## src/rtl/conv_ctrl.sv

```systemverilog
`default_nettype none
// ============================================================================
// Module      : conv_ctrl
// Description : Kernel-sweep sequencer. On s_init it visits every output
//               window position (ox inner, oy outer) and, for each window,
//               every kernel element (kx inner, ky outer). For each element
//               it issues an exec strobe with input-buffer address ia and
//               weight address wa. Each window is framed with k_init/k_fin,
//               and s_fin is pulsed once the sweep is complete. out_busy
//               stalls only the first element of a window.
// Ports       : clk, rst (async, active-low)
//               s_init / s_fin      : sweep start pulse / sweep done pulse
//               out_busy            : output-side back-pressure
//               k_init, k_fin, exec : window framing and MAC strobe
//               ia [AW], wa [WW]    : input-buffer and weight addresses
//               kw, kh [KW]         : kernel width/height minus 1
//               ow, oh [DW]         : output width/height minus 1
//               iw [DW]             : input row width
// Revision    : 1.0 - initial release
// ============================================================================
module conv_ctrl #(
    parameter int AW = 12,
    parameter int WW = 10,
    parameter int DW = 6,
    parameter int KW = 4
) (
    input  logic          clk,
    input  logic          rst,
    input  logic          s_init,
    output logic          s_fin,
    input  logic          out_busy,
    output logic          k_init,
    output logic          k_fin,
    output logic          exec,
    output logic [AW-1:0] ia,
    output logic [WW-1:0] wa,
    input  logic [KW-1:0] kw,
    input  logic [KW-1:0] kh,
    input  logic [DW-1:0] ow,
    input  logic [DW-1:0] oh,
    input  logic [DW-1:0] iw
);

    typedef enum logic [1:0] {
        ST_IDLE = 2'd0,
        ST_RUN  = 2'd1,
        ST_FIN  = 2'd2
    } state_t;

    state_t        r_state;
    state_t        w_state_nxt;

    // Configuration captured while idle so the sweep sees a consistent set.
    logic [KW-1:0] r_kw;
    logic [KW-1:0] r_kh;
    logic [DW-1:0] r_ow;
    logic [DW-1:0] r_oh;
    logic [DW-1:0] r_iw;

    logic [KW-1:0] r_kx;
    logic [KW-1:0] r_ky;
    logic [DW-1:0] r_ox;
    logic [DW-1:0] r_oy;
    logic [AW-1:0] r_row_base;  // address of (row, column 0) of the current kernel row
    logic [AW-1:0] r_win_base;  // address of the current window's top-left element
    logic [AW-1:0] r_oy_base;   // oy * iw, kept incrementally
    logic [WW-1:0] r_wa;

    logic          w_first;
    logic          w_kx_wrap;
    logic          w_ky_wrap;
    logic          w_ox_wrap;
    logic          w_oy_wrap;
    logic [AW-1:0] w_iw_ext;

    assign w_first   = (r_kx == '0) && (r_ky == '0);
    assign w_kx_wrap = (r_kx == r_kw);
    assign w_ky_wrap = (r_ky == r_kh);
    assign w_ox_wrap = (r_ox == r_ow);
    assign w_oy_wrap = (r_oy == r_oh);
    assign w_iw_ext  = AW'(r_iw);

    assign ia = r_row_base + AW'(r_kx);
    assign wa = r_wa;

    // ------------------------------------------------------------------
    // State register
    // ------------------------------------------------------------------
    always_ff @(posedge clk or negedge rst) begin
        if (!rst) begin
            r_state <= ST_IDLE;
        end else begin
            r_state <= w_state_nxt;
        end
    end

    // ------------------------------------------------------------------
    // Next state and strobes. out_busy only matters at the first element
    // of a window; it is the sole combinational input-to-output path.
    // ------------------------------------------------------------------
    always_comb begin
        w_state_nxt = r_state;
        exec        = 1'b0;
        k_init      = 1'b0;
        k_fin       = 1'b0;
        s_fin       = 1'b0;
        case (r_state)
            ST_IDLE: begin
                if (s_init) begin
                    w_state_nxt = ST_RUN;
                end
            end
            ST_RUN: begin
                exec   = !(w_first && out_busy);
                k_init = exec && w_first;
                k_fin  = exec && w_kx_wrap && w_ky_wrap;
                if (k_fin && w_ox_wrap && w_oy_wrap) begin
                    w_state_nxt = ST_FIN;
                end
            end
            ST_FIN: begin
                s_fin       = 1'b1;
                w_state_nxt = ST_IDLE;
            end
            default: begin
                w_state_nxt = ST_IDLE;
            end
        endcase
    end

    // ------------------------------------------------------------------
    // Counters and address bases. Everything holds when exec is low.
    // Counters return to zero after the last window so the idle state
    // always presents ia = wa = 0.
    // ------------------------------------------------------------------
    always_ff @(posedge clk or negedge rst) begin
        if (!rst) begin
            r_kw       <= '0;
            r_kh       <= '0;
            r_ow       <= '0;
            r_oh       <= '0;
            r_iw       <= '0;
            r_kx       <= '0;
            r_ky       <= '0;
            r_ox       <= '0;
            r_oy       <= '0;
            r_row_base <= '0;
            r_win_base <= '0;
            r_oy_base  <= '0;
            r_wa       <= '0;
        end else begin
            if (r_state == ST_IDLE) begin
                r_kw <= kw;
                r_kh <= kh;
                r_ow <= ow;
                r_oh <= oh;
                r_iw <= iw;
                if (s_init) begin
                    r_kx       <= '0;
                    r_ky       <= '0;
                    r_ox       <= '0;
                    r_oy       <= '0;
                    r_row_base <= '0;
                    r_win_base <= '0;
                    r_oy_base  <= '0;
                    r_wa       <= '0;
                end
            end
            if (exec) begin
                r_wa <= k_fin ? '0 : r_wa + 1'b1;
                if (!w_kx_wrap) begin
                    r_kx <= r_kx + 1'b1;
                end else begin
                    r_kx <= '0;
                    if (!w_ky_wrap) begin
                        r_ky       <= r_ky + 1'b1;
                        r_row_base <= r_row_base + w_iw_ext;
                    end else begin
                        r_ky <= '0;
                        if (w_ox_wrap && w_oy_wrap) begin
                            r_ox       <= '0;
                            r_oy       <= '0;
                            r_row_base <= '0;
                            r_win_base <= '0;
                            r_oy_base  <= '0;
                        end else if (!w_ox_wrap) begin
                            r_ox       <= r_ox + 1'b1;
                            r_win_base <= r_win_base + 1'b1;
                            r_row_base <= r_win_base + 1'b1;
                        end else begin
                            r_ox       <= '0;
                            r_oy       <= r_oy + 1'b1;
                            r_oy_base  <= r_oy_base + w_iw_ext;
                            r_win_base <= r_oy_base + w_iw_ext;
                            r_row_base <= r_oy_base + w_iw_ext;
                        end
                    end
                end
            end
        end
    end

endmodule
`default_nettype wire

```

## config.mk

```make
export PLATFORM = sky130hd
export DESIGN_NAME = conv_ctrl
export DESIGN_NICKNAME = d
export VERILOG_FILES = /design/src/rtl/conv_ctrl.sv
export SDC_FILE = /design/constraint.sdc
export NUM_CORES = 1
export LEC_CHECK = 0
export CAP_MARGIN = 20
export CORE_MARGIN = 10
export CORE_UTILIZATION = 64
export DETAILED_ROUTE_END_ITERATION = 16
export DONT_BUFFER_PORTS = 1
export PLACE_DENSITY_LB_ADDON = 0.08
export SLEW_MARGIN = 20
export SYNTH_ARGS = -nofsm -noshare
export SYNTH_HDL_FRONTEND = slang
export SYNTH_SLANG_ARGS = --single-unit
```

## constraint.sdc

```tcl
create_clock -name clk -period 2.81 [get_ports clk]
set_input_delay 0.843 -clock clk [delete_from_list [all_inputs] [get_ports clk]]
set_output_delay 0.843 -clock clk [all_outputs]
set_load 0.01 [all_outputs]
```

==> impl_metrics.xml, run 1 <==
<?xml version="1.0" encoding="UTF-8"?>
<metrics>
  <group name="yosys">
    <metric name="yosysWarnings" unit="">0</metric>
    <metric name="ys_async_sr_fraction" unit="">1.00</metric>
    <metric name="synth_flop_cell" unit="">sky130_fd_sc_hd__dfrtp_1</metric>
    <metric name="synthMuxAreaShare" unit="">0.0565</metric>
    <metric name="synth_xor_xnor_area_share" unit="">0.0854</metric>
    <metric name="post_synth_main_area_contributors" unit="">sky130_fd_sc_hd__dfrtp_1 (42%), sky130_fd_sc_hd__ha_1 (5.4%), sky130_fd_sc_hd__mux2_2 (5.3%), sky130_fd_sc_hd__xor2_1 (4.6%), sky130_fd_sc_hd__xnor2_1 (4.0%)</metric>
    <metric name="synth.most_common_cell" unit="">sky130_fd_sc_hd__dfrtp_1</metric>
    <metric name="synth_top_family_by_area" unit="">compound AO/OA/AOI/OAI gates</metric>
    <metric name="synthDistinctLibCells" unit="">66</metric>
    <metric name="synth.top_cells.by_count" unit="">sky130_fd_sc_hd__dfrtp_1 (94), sky130_fd_sc_hd__nand2_1 (56), sky130_fd_sc_hd__o21ai_0 (42), sky130_fd_sc_hd__nand3_1 (33), sky130_fd_sc_hd__xor2_1 (29)</metric>
    <metric name="number_of_enable_type_register_cells_in_the_synthesized_netlist" unit="">0</metric>
    <metric name="synth_compound_gate_area_share" unit="">0.176</metric>
    <metric name="ys_ff_latch" unit="">94</metric>
    <metric name="syn-num-nets" unit="">619</metric>
    <metric name="post-synth-top-area-fraction" unit="">0.425</metric>
    <metric name="syn-cell-area" unit="µm²">5540</metric>
    <metric name="synthDominantAreaCellType" unit="">sky130_fd_sc_hd__dfrtp_1</metric>
    <metric name="avgSynthCellArea" unit="µm²">9.86</metric>
    <metric name="syn-instance-count" unit="">562</metric>
    <metric name="synth_simple_gate_area_share" unit="">0.163</metric>
    <metric name="synth_area_in_adders" unit="">0.0650</metric>
    <metric name="ys_seq_area_frac" unit="">0.425</metric>
  </group>
  <group name="floorplanning">
    <metric name="core_region_area" unit="µm²">8340</metric>
    <metric name="placementRows" unit="">33</metric>
    <metric name="die-height" unit="µm">113</metric>
    <metric name="io_pins" unit="">56</metric>
    <metric name="die_area" unit="µm²">12800</metric>
    <metric name="start_util" unit="">0.664</metric>
    <metric name="die_w" unit="µm">113</metric>
  </group>
  <group name="routing">
    <metric name="avgViaCountPerCell" unit="">6.30</metric>
    <metric name="antenna_left" unit="">0</metric>
    <metric name="drcViolationCount" unit="">0</metric>
    <metric name="wire_length_per_cell_after_detailed_routing" unit="µm">18.7</metric>
    <metric name="detailedRoute.firstIterationViolations" unit="">281</metric>
    <metric name="num_vias" unit="">4344</metric>
    <metric name="drt-total-wl" unit="mm">12.9</metric>
    <metric name="firstDrtPassIters" unit="">5</metric>
  </group>
  <group name="sta">
    <metric name="max_slew.worst_pin.slew" unit="ns">0.904</metric>
    <metric name="finalHoldViolations" unit="">0</metric>
    <metric name="unrepaired_setup_endpoints_after_global_routing" unit="">true</metric>
    <metric name="hold_slack" unit="ns">0.140</metric>
    <metric name="period_share" unit="">1.06</metric>
    <metric name="finalWorstSetupSlack" unit="ns">-0.166</metric>
    <metric name="drv_slew" unit="">0</metric>
    <metric name="report.final.setup_viol" unit="">7</metric>
    <metric name="final.setup_skew" unit="ns">0.0160</metric>
    <metric name="max-slew-margin-rel" unit="">0.394</metric>
    <metric name="fin_setup_tns" unit="ns">-0.746</metric>
    <metric name="fmaxAchievable" unit="GHz">0.336</metric>
    <metric name="post-route-min-period" unit="ns">2.98</metric>
  </group>
  <group name="placed_design">
    <metric name="buffer_ports.inserted" unit="">0</metric>
    <metric name="dp_hpwl" unit="mm">9.45</metric>
    <metric name="post-place-cells" unit="">668</metric>
    <metric name="gp_congestion" unit="">0.892</metric>
  </group>
  <group name="setup_path">
    <metric name="end_kind" unit="">output pin</metric>
    <metric name="r2r_slack" unit="ns">0.29</metric>
    <metric name="path_max_fanout" unit="">4</metric>
    <metric name="cp_slowest_stage_delay" unit="ns">0.39</metric>
    <metric name="critical_path.startpoint_type" unit="">register</metric>
    <metric name="critPathMostFrequentCell" unit="">sky130_fd_sc_hd__inv_2</metric>
    <metric name="critical-path-top-delay-family" unit="">adder cells</metric>
    <metric name="timing_worst_setup_path_type" unit="">register to output pin</metric>
    <metric name="required_worst_endpoint" unit="ns">1.97</metric>
    <metric name="critical_path_cell_by_cell" unit="">ha_2 &gt; inv_2 &gt; fa_2 &gt; inv_2 &gt; a21o_1 &gt; a21oi_4 &gt; nor3_2 &gt; xor2_1 &gt; buf_4</metric>
    <metric name="crit_arrival" unit="ns">2.13</metric>
    <metric name="critical_path_buf_inv_count" unit="">3</metric>
    <metric name="critical-path-slowest-cell" unit="">sky130_fd_sc_hd__dfrtp_1</metric>
  </group>
  <group name="finish">
    <metric name="fin_cells" unit="">690</metric>
    <metric name="finish.net_count" unit="">636</metric>
    <metric name="final_layout_size_suffix_gt1_frac" unit="">0.163</metric>
    <metric name="number_of_filler_instances_in_the_final_layout" unit="">652</metric>
    <metric name="areaGrowthSynthToFinish" unit="%">8.51</metric>
  </group>
  <group name="pwr">
    <metric name="power_frac_comb" unit="">0.436</metric>
    <metric name="power_report.internal_total" unit="mW">3.14</metric>
    <metric name="p_clk_frac" unit="">0.169</metric>
    <metric name="power_density" unit="nW/µm²">894</metric>
    <metric name="vdd_ir_drop_max" unit="V">0.000484</metric>
    <metric name="power.total" unit="mW">5.37</metric>
    <metric name="sw_frac_of_total" unit="">0.416</metric>
    <metric name="total_leakage_power" unit="nW">2.80</metric>
    <metric name="seqPwrFrac" unit="">0.395</metric>
    <metric name="switching_power" unit="mW">2.24</metric>
  </group>
  <group name="grt">
    <metric name="maximum_number_of_pins_on_one_net_before_global_route_repair" unit="">95</metric>
    <metric name="grt_overflow_total" unit="">0</metric>
    <metric name="grt_util_all_layers" unit="">0.202</metric>
    <metric name="antenna_found_initial" unit="">1</metric>
    <metric name="first_global_vias" unit="">4290</metric>
    <metric name="grt_first_pass_wirelength" unit="mm">21.5</metric>
  </group>
  <group name="status">
    <metric name="violated_checks" unit="">negative setup slack</metric>
    <metric name="outcome" unit="">finished, violations left</metric>
  </group>
  <group name="clocking">
    <metric name="clock_latency" unit="ns">0.38</metric>
    <metric name="tritoncts_clock_tree" unit="">done</metric>
    <metric name="numCtsBuffers" unit="">9</metric>
    <metric name="htreeDepth" unit="">3</metric>
    <metric name="clockBufferDepth" unit="">2</metric>
    <metric name="numClockSinks" unit="">94</metric>
    <metric name="worst_setup_hold_path_clk_slew" unit="ns">0.11</metric>
    <metric name="cts_hold_repair.buffers" unit="">0</metric>
    <metric name="cts-root-buf" unit="">sky130_fd_sc_hd__clkbuf_8</metric>
  </group>
  <group name="min_path">
    <metric name="hold_class" unit="">input pin to asynchronous set/reset pin</metric>
  </group>
  <group name="run">
    <metric name="max_cap_violations" unit="">0</metric>
  </group>
</metrics>
==> cell families (layout without fill, tap and decap cells) <==
family	count (synthesis)	count (layout)
compound gates	144	144
flops	94	94
xor+xnor	54	54
simple gates	180	180
fa+ha+maj	27	27
other cells	0	1
mux	28	28
buf+inv	35	57
==> worst paths after layout <==
check                                         startpoint                        to  cells past startpoint
worst min-delay path                                 rst         wa[8]$_DFFE_PN0P_                      0
worst max register to register       r_iw[0]$_DFFE_PN0P_   r_row_base[8]$_DFF_PN0_                      8
min in group clk                r_win_base[11]$_DFF_PN0_  r_win_base[11]$_DFF_PN0_                      2
worst min register to register  r_win_base[11]$_DFF_PN0_  r_win_base[11]$_DFF_PN0_                      2
worst max-delay path             r_row_base[0]$_DFF_PN0_                     ia[8]                      9
max in group asynchronous                            rst         r_oy[1]$_DFF_PN0_                      0
==> flip-flops by register name, summed over array words and instances, names as in the netlist <==
name / cells
r_oy: 6
wa: 10
r_iw: 6
r_kw: 4
r_ow: 6
r_win_base: 12
r_kh: 4
r_ox: 6
r_oh: 6
r_kx: 4
r_oy_base: 12
r_state: 2
r_ky: 4
r_row_base: 12
==> power groups by stage <==
stage | clock [mW] | sequential [mW] | combinational [mW]
3_3_place_gp | 0 | 2.13 | 2.16
6_report | 0.908 | 2.12 | 2.34
5_1_grt | 0.973 | 2.18 | 2.63
3_5_place_dp | 0 | 2.15 | 2.23
2_1_floorplan | 0 | 2.05 | 1.74
4_1_cts | 0.914 | 2.12 | 2.26
==> cell usage in the layout, fill, tap and decap left out, types with 3 or more instances in the layout <==
cell type	count
sky130_fd_sc_hd__a21o_1	17
sky130_fd_sc_hd__buf_4	23
sky130_fd_sc_hd__or2_2	3
sky130_fd_sc_hd__and3_1	9
sky130_fd_sc_hd__ha_1	23
sky130_fd_sc_hd__a31oi_1	3
sky130_fd_sc_hd__a22oi_1	3
sky130_fd_sc_hd__o31ai_1	4
sky130_fd_sc_hd__a21oi_4	3
sky130_fd_sc_hd__inv_1	14
sky130_fd_sc_hd__mux2_2	26
sky130_fd_sc_hd__a22o_1	6
sky130_fd_sc_hd__inv_8	3
sky130_fd_sc_hd__o21ai_0	42
sky130_fd_sc_hd__nand2b_1	8
sky130_fd_sc_hd__or3_1	5
sky130_fd_sc_hd__a211oi_1	6
sky130_fd_sc_hd__nor4_2	3
sky130_fd_sc_hd__nand3_1	33
sky130_fd_sc_hd__xnor2_1	24
sky130_fd_sc_hd__a31o_2	3
sky130_fd_sc_hd__nand2_1	56
sky130_fd_sc_hd__nor4_1	4
sky130_fd_sc_hd__inv_6	3
sky130_fd_sc_hd__o211ai_1	6
sky130_fd_sc_hd__nand4_1	5
sky130_fd_sc_hd__xor2_1	29
sky130_fd_sc_hd__nor2_1	26
sky130_fd_sc_hd__dfrtp_1	93
sky130_fd_sc_hd__a21oi_1	22
sky130_fd_sc_hd__clkbuf_8	9
sky130_fd_sc_hd__nor3_1	11
sky130_fd_sc_hd__a221o_1	4
sky130_fd_sc_hd__o21a_1	3
sky130_fd_sc_hd__and2_1	3
==> metrics by stage <==
step / area [µm²] / setup slack [ns] / util
after global placement: 5720 / 0.150 / 0.686
after CTS: 5940 / -0.278 / 0.713
after global routing: 6010 / -0.286 / 0.721
after floorplan: 5540 / 0.186 / -
after detailed placement: 5720 / 0.0660 / 0.686
final: 6010 / -0.166 / 0.721
==> cell type report <==
type                            instances  area, µm²  share of cell area
Timing Repair Buffer                   23        173              0.0287
Tap cell                              105        131              0.0219
Clock buffer                            9        124              0.0206
Inverter                               18       75.1              0.0125
Sequential cell                        94       2350               0.391
Multi-Input combinational cell        433       3080               0.512
Clock inverter                          7       72.6              0.0121
Antenna cell                            1       2.50            0.000416
==> per-layer routing <==
layer	vias to the layer above	routed length, µm	GRT usage
met4	0	255	0.0761
met3	20	776	0.0449
li1	2070	-	-
met2	129	6230	0.329
met1	2125	5640	0.257
met5	-	0	0
==> what timing repair did <==
action / CTS / global route
gates resized for setup: 5 / 8
pin swaps: 3 / 10
endpoints found under the setup margin: 8 / 8
buffers inserted: 1 / 4
hold endpoints to repair: 0 / 0
Power figures use the tool's default switching activity.
==> inputs of run 2 (changes only) <==
--- a/config.mk
+++ b/config.mk
@@ -5,9 +5,10 @@
 export SDC_FILE = /design/constraint.sdc
 export NUM_CORES = 1
 export LEC_CHECK = 0
+export ABC_CLOCK_PERIOD_IN_PS = 2810
 export CAP_MARGIN = 20
 export CORE_MARGIN = 10
-export CORE_UTILIZATION = 64
+export CORE_UTILIZATION = 55
 export DETAILED_ROUTE_END_ITERATION = 16
 export DONT_BUFFER_PORTS = 1
 export PLACE_DENSITY_LB_ADDON = 0.08
==> run 2 against run 1 <==
- the run still ends with negative setup slack left
- worst hold slack improved by 0.012 ns
- global-route usage shrank 1.2 points
- first-iteration DRC count up 17%
- fmax up 0.99%
- critical path depth decreased by 3
- routed wire length increased by 3.2%
- sequential share of layout area shrank 0.41 points
- cell area rose by 1.1%
- sequential cell count did not move
- via count shrank 0.92%
- highest routed layer unchanged
==> impl_metrics.xml, run 2 (synthesized netlist as in run 1, its figures left out) <==
<?xml version="1.0" encoding="UTF-8"?>
<metrics>
  <group name="clocking">
    <metric name="numCtsBuffers" unit="">9</metric>
    <metric name="worst_setup_hold_path_clk_slew" unit="ns">0.09</metric>
    <metric name="cts_hold_repair.buffers" unit="">0</metric>
    <metric name="numClockSinks" unit="">94</metric>
    <metric name="tritoncts_clock_tree" unit="">done</metric>
    <metric name="cts-root-buf" unit="">sky130_fd_sc_hd__clkbuf_8</metric>
    <metric name="htreeDepth" unit="">3</metric>
    <metric name="clock_latency" unit="ns">0.38</metric>
    <metric name="clockBufferDepth" unit="">2</metric>
  </group>
  <group name="routing">
    <metric name="antenna_left" unit="">0</metric>
    <metric name="avgViaCountPerCell" unit="">6.00</metric>
    <metric name="drt-total-wl" unit="mm">13.3</metric>
    <metric name="firstDrtPassIters" unit="">6</metric>
    <metric name="detailedRoute.firstIterationViolations" unit="">330</metric>
    <metric name="wire_length_per_cell_after_detailed_routing" unit="µm">18.6</metric>
    <metric name="num_vias" unit="">4304</metric>
    <metric name="drcViolationCount" unit="">0</metric>
  </group>
  <group name="grt">
    <metric name="antenna_found_initial" unit="">0</metric>
    <metric name="grt.met1_usage" unit="">0.233</metric>
    <metric name="global_route.peak_usage_layer" unit="">met2</metric>
    <metric name="first_global_vias" unit="">4490</metric>
    <metric name="groute.layer.met2.usage" unit="">0.322</metric>
    <metric name="grt_util_all_layers" unit="">0.191</metric>
    <metric name="met3_usage" unit="">0.0549</metric>
    <metric name="maximum_number_of_pins_on_one_net_before_global_route_repair" unit="">95</metric>
    <metric name="grt_overflow_total" unit="">0</metric>
    <metric name="grt_first_pass_wirelength" unit="mm">22.4</metric>
  </group>
  <group name="pwr">
    <metric name="vdd_ir_drop_max" unit="V">0.000573</metric>
    <metric name="power_density" unit="nW/µm²">915</metric>
    <metric name="total_leakage_power" unit="nW">2.82</metric>
    <metric name="power.total" unit="mW">5.56</metric>
  </group>
  <group name="finish">
    <metric name="layout_commonest_cell" unit="">sky130_fd_sc_hd__dfrtp_1</metric>
    <metric name="registers_with_the_highest_flip_flop_counts" unit="">r_oy_base x12, r_row_base x12, r_win_base x12</metric>
    <metric name="multi_input_area" unit="µm²">3070</metric>
    <metric name="postLayoutCellArea" unit="µm²">6080</metric>
    <metric name="final_layout_size_suffix_gt1_frac" unit="">0.164</metric>
    <metric name="seq_area" unit="µm²">2350</metric>
    <metric name="fin_cells" unit="">717</metric>
    <metric name="finalCoreUtilization" unit="">0.622</metric>
    <metric name="layout.cells.most_common_list" unit="">sky130_fd_sc_hd__dfrtp_1 (92), sky130_fd_sc_hd__nand2_1 (56), sky130_fd_sc_hd__o21ai_0 (42), sky130_fd_sc_hd__nand3_1 (33), sky130_fd_sc_hd__xor2_1 (29)</metric>
    <metric name="finish.net_count" unit="">636</metric>
    <metric name="number_of_filler_instances_in_the_final_layout" unit="">859</metric>
    <metric name="areaGrowthSynthToFinish" unit="%">9.73</metric>
    <metric name="n_antenna_cell" unit="">0</metric>
  </group>
  <group name="sta">
    <metric name="finalWorstSetupSlack" unit="ns">-0.137</metric>
    <metric name="drv_slew" unit="">0</metric>
    <metric name="max_slew.worst_pin.slew" unit="ns">0.561</metric>
    <metric name="post-route-min-period" unit="ns">2.95</metric>
    <metric name="finalHoldViolations" unit="">0</metric>
    <metric name="period_share" unit="">1.05</metric>
    <metric name="fmaxAchievable" unit="GHz">0.339</metric>
    <metric name="report.final.setup_viol" unit="">7</metric>
    <metric name="final.setup_skew" unit="ns">0.0151</metric>
    <metric name="hold_slack" unit="ns">0.152</metric>
    <metric name="unrepaired_setup_endpoints_after_global_routing" unit="">true</metric>
    <metric name="fin_setup_tns" unit="ns">-0.642</metric>
    <metric name="max-slew-margin-rel" unit="">0.625</metric>
  </group>
  <group name="status">
    <metric name="outcome" unit="">finished, violations left</metric>
    <metric name="violated_checks" unit="">negative setup slack</metric>
  </group>
  <group name="placed_design">
    <metric name="gp_congestion" unit="">0.915</metric>
    <metric name="buffer_ports.inserted" unit="">0</metric>
    <metric name="dp_hpwl" unit="mm">9.64</metric>
    <metric name="detailedPlace.worstSlack" unit="ns">0.129</metric>
    <metric name="placed_area" unit="µm²">5760</metric>
    <metric name="post-place-cells" unit="">697</metric>
  </group>
  <group name="setup_path">
    <metric name="timing_worst_setup_path_type" unit="">register to output pin</metric>
    <metric name="worst_r2r_src" unit="">r_iw[1]$_DFFE_PN0P_</metric>
    <metric name="endpoint" unit="">ia[11]</metric>
    <metric name="ff2ff_path_depth" unit="">7</metric>
    <metric name="critical_path.startpoint_type" unit="">register</metric>
    <metric name="r2r_slack" unit="ns">0.23</metric>
    <metric name="crit_arrival" unit="ns">2.10</metric>
    <metric name="worstReg2RegEnd" unit="">r_row_base[9]$_DFF_PN0_</metric>
    <metric name="end_kind" unit="">output pin</metric>
    <metric name="path_max_fanout" unit="">5</metric>
    <metric name="worst_setup_path_startpoint" unit="">r_row_base[1]$_DFF_PN0_</metric>
    <metric name="required_worst_endpoint" unit="ns">1.97</metric>
  </group>
  <group name="floorplanning">
    <metric name="die_area" unit="µm²">14500</metric>
    <metric name="die-height" unit="µm">120</metric>
    <metric name="placementRows" unit="">36</metric>
    <metric name="die_w" unit="µm">120</metric>
    <metric name="start_util" unit="">0.567</metric>
    <metric name="io_pins" unit="">56</metric>
    <metric name="core_region_area" unit="µm²">9770</metric>
  </group>
  <group name="run">
    <metric name="max_cap_violations" unit="">0</metric>
  </group>
  <group name="min_path">
    <metric name="hold_class" unit="">input pin to asynchronous set/reset pin</metric>
  </group>
</metrics>
run 2: cell count changes in the layout (fill, tap and decap cells not counted), sizes merged:
| cell | before | now |
|---|---|---|
| bufinv | 0 | 3 |
| clkbuf | 9 | 11 |
| clkinv | 2 | 1 |
| diode | 1 | 0 |
| inv | 23 | 19 |
run 2: worst max-delay path: stages (launching register included):
cell and delay, ns:
sky130_fd_sc_hd__dfrtp_2 0.45, sky130_fd_sc_hd__ha_1 0.28, sky130_fd_sc_hd__a21o_1 0.11, sky130_fd_sc_hd__a21o_1 0.15, sky130_fd_sc_hd__a21oi_2 0.09, sky130_fd_sc_hd__nor4_1 0.35
sky130_fd_sc_hd__xor2_1 0.30
run 2: worst min path at each step:
stage,startpoint,end
finish,rst,r_kh[0]$_DFFE_PN0P_
global placement,r_win_base[11]$_DFF_PN0_,r_win_base[11]$_DFF_PN0_
CTS,rst,r_row_base[6]$_DFF_PN0_
floorplan,r_oy_base[5]$_DFF_PN0_,r_oy_base[5]$_DFF_PN0_
global route,rst,r_iw[0]$_DFFE_PN0P_
detailed placement,r_oy_base[5]$_DFF_PN0_,r_oy_base[5]$_DFF_PN0_
run 2: area by class of cell:
class / count / area share
clock inverter: 5 / 0.0171
inverter: 18 / 0.0123
clock buffer: 11 / 0.0233
timing repair buffer: 23 / 0.0284
tap: 133 / 0.0274
sequential: 94 / 0.387
multi-input combinational: 433 / 0.504
run 2: power breakdown:
part	internal, mW	leakage, nW	switching (mW)
sequential	1.72	1.23	0.427
clock	0.618	0.124	0.484
combinational	1.05	1.47	1.26
total	3.39	2.82	2.17
run 2: metal layers:
metal	vias up	wire, µm
met3	15	790
met2	112	6450
met4	0	172
met1	2104	5890
li1	2073	-
met5	-	0
run 2: repair_timing:
action | in CTS | in global routing
endpoints found under the setup margin | 8 | 9
pin swaps | 6 | 6
resized for setup | 7 | 6
buffers inserted | 1 | 3
hold endpoints to repair | 0 | 0
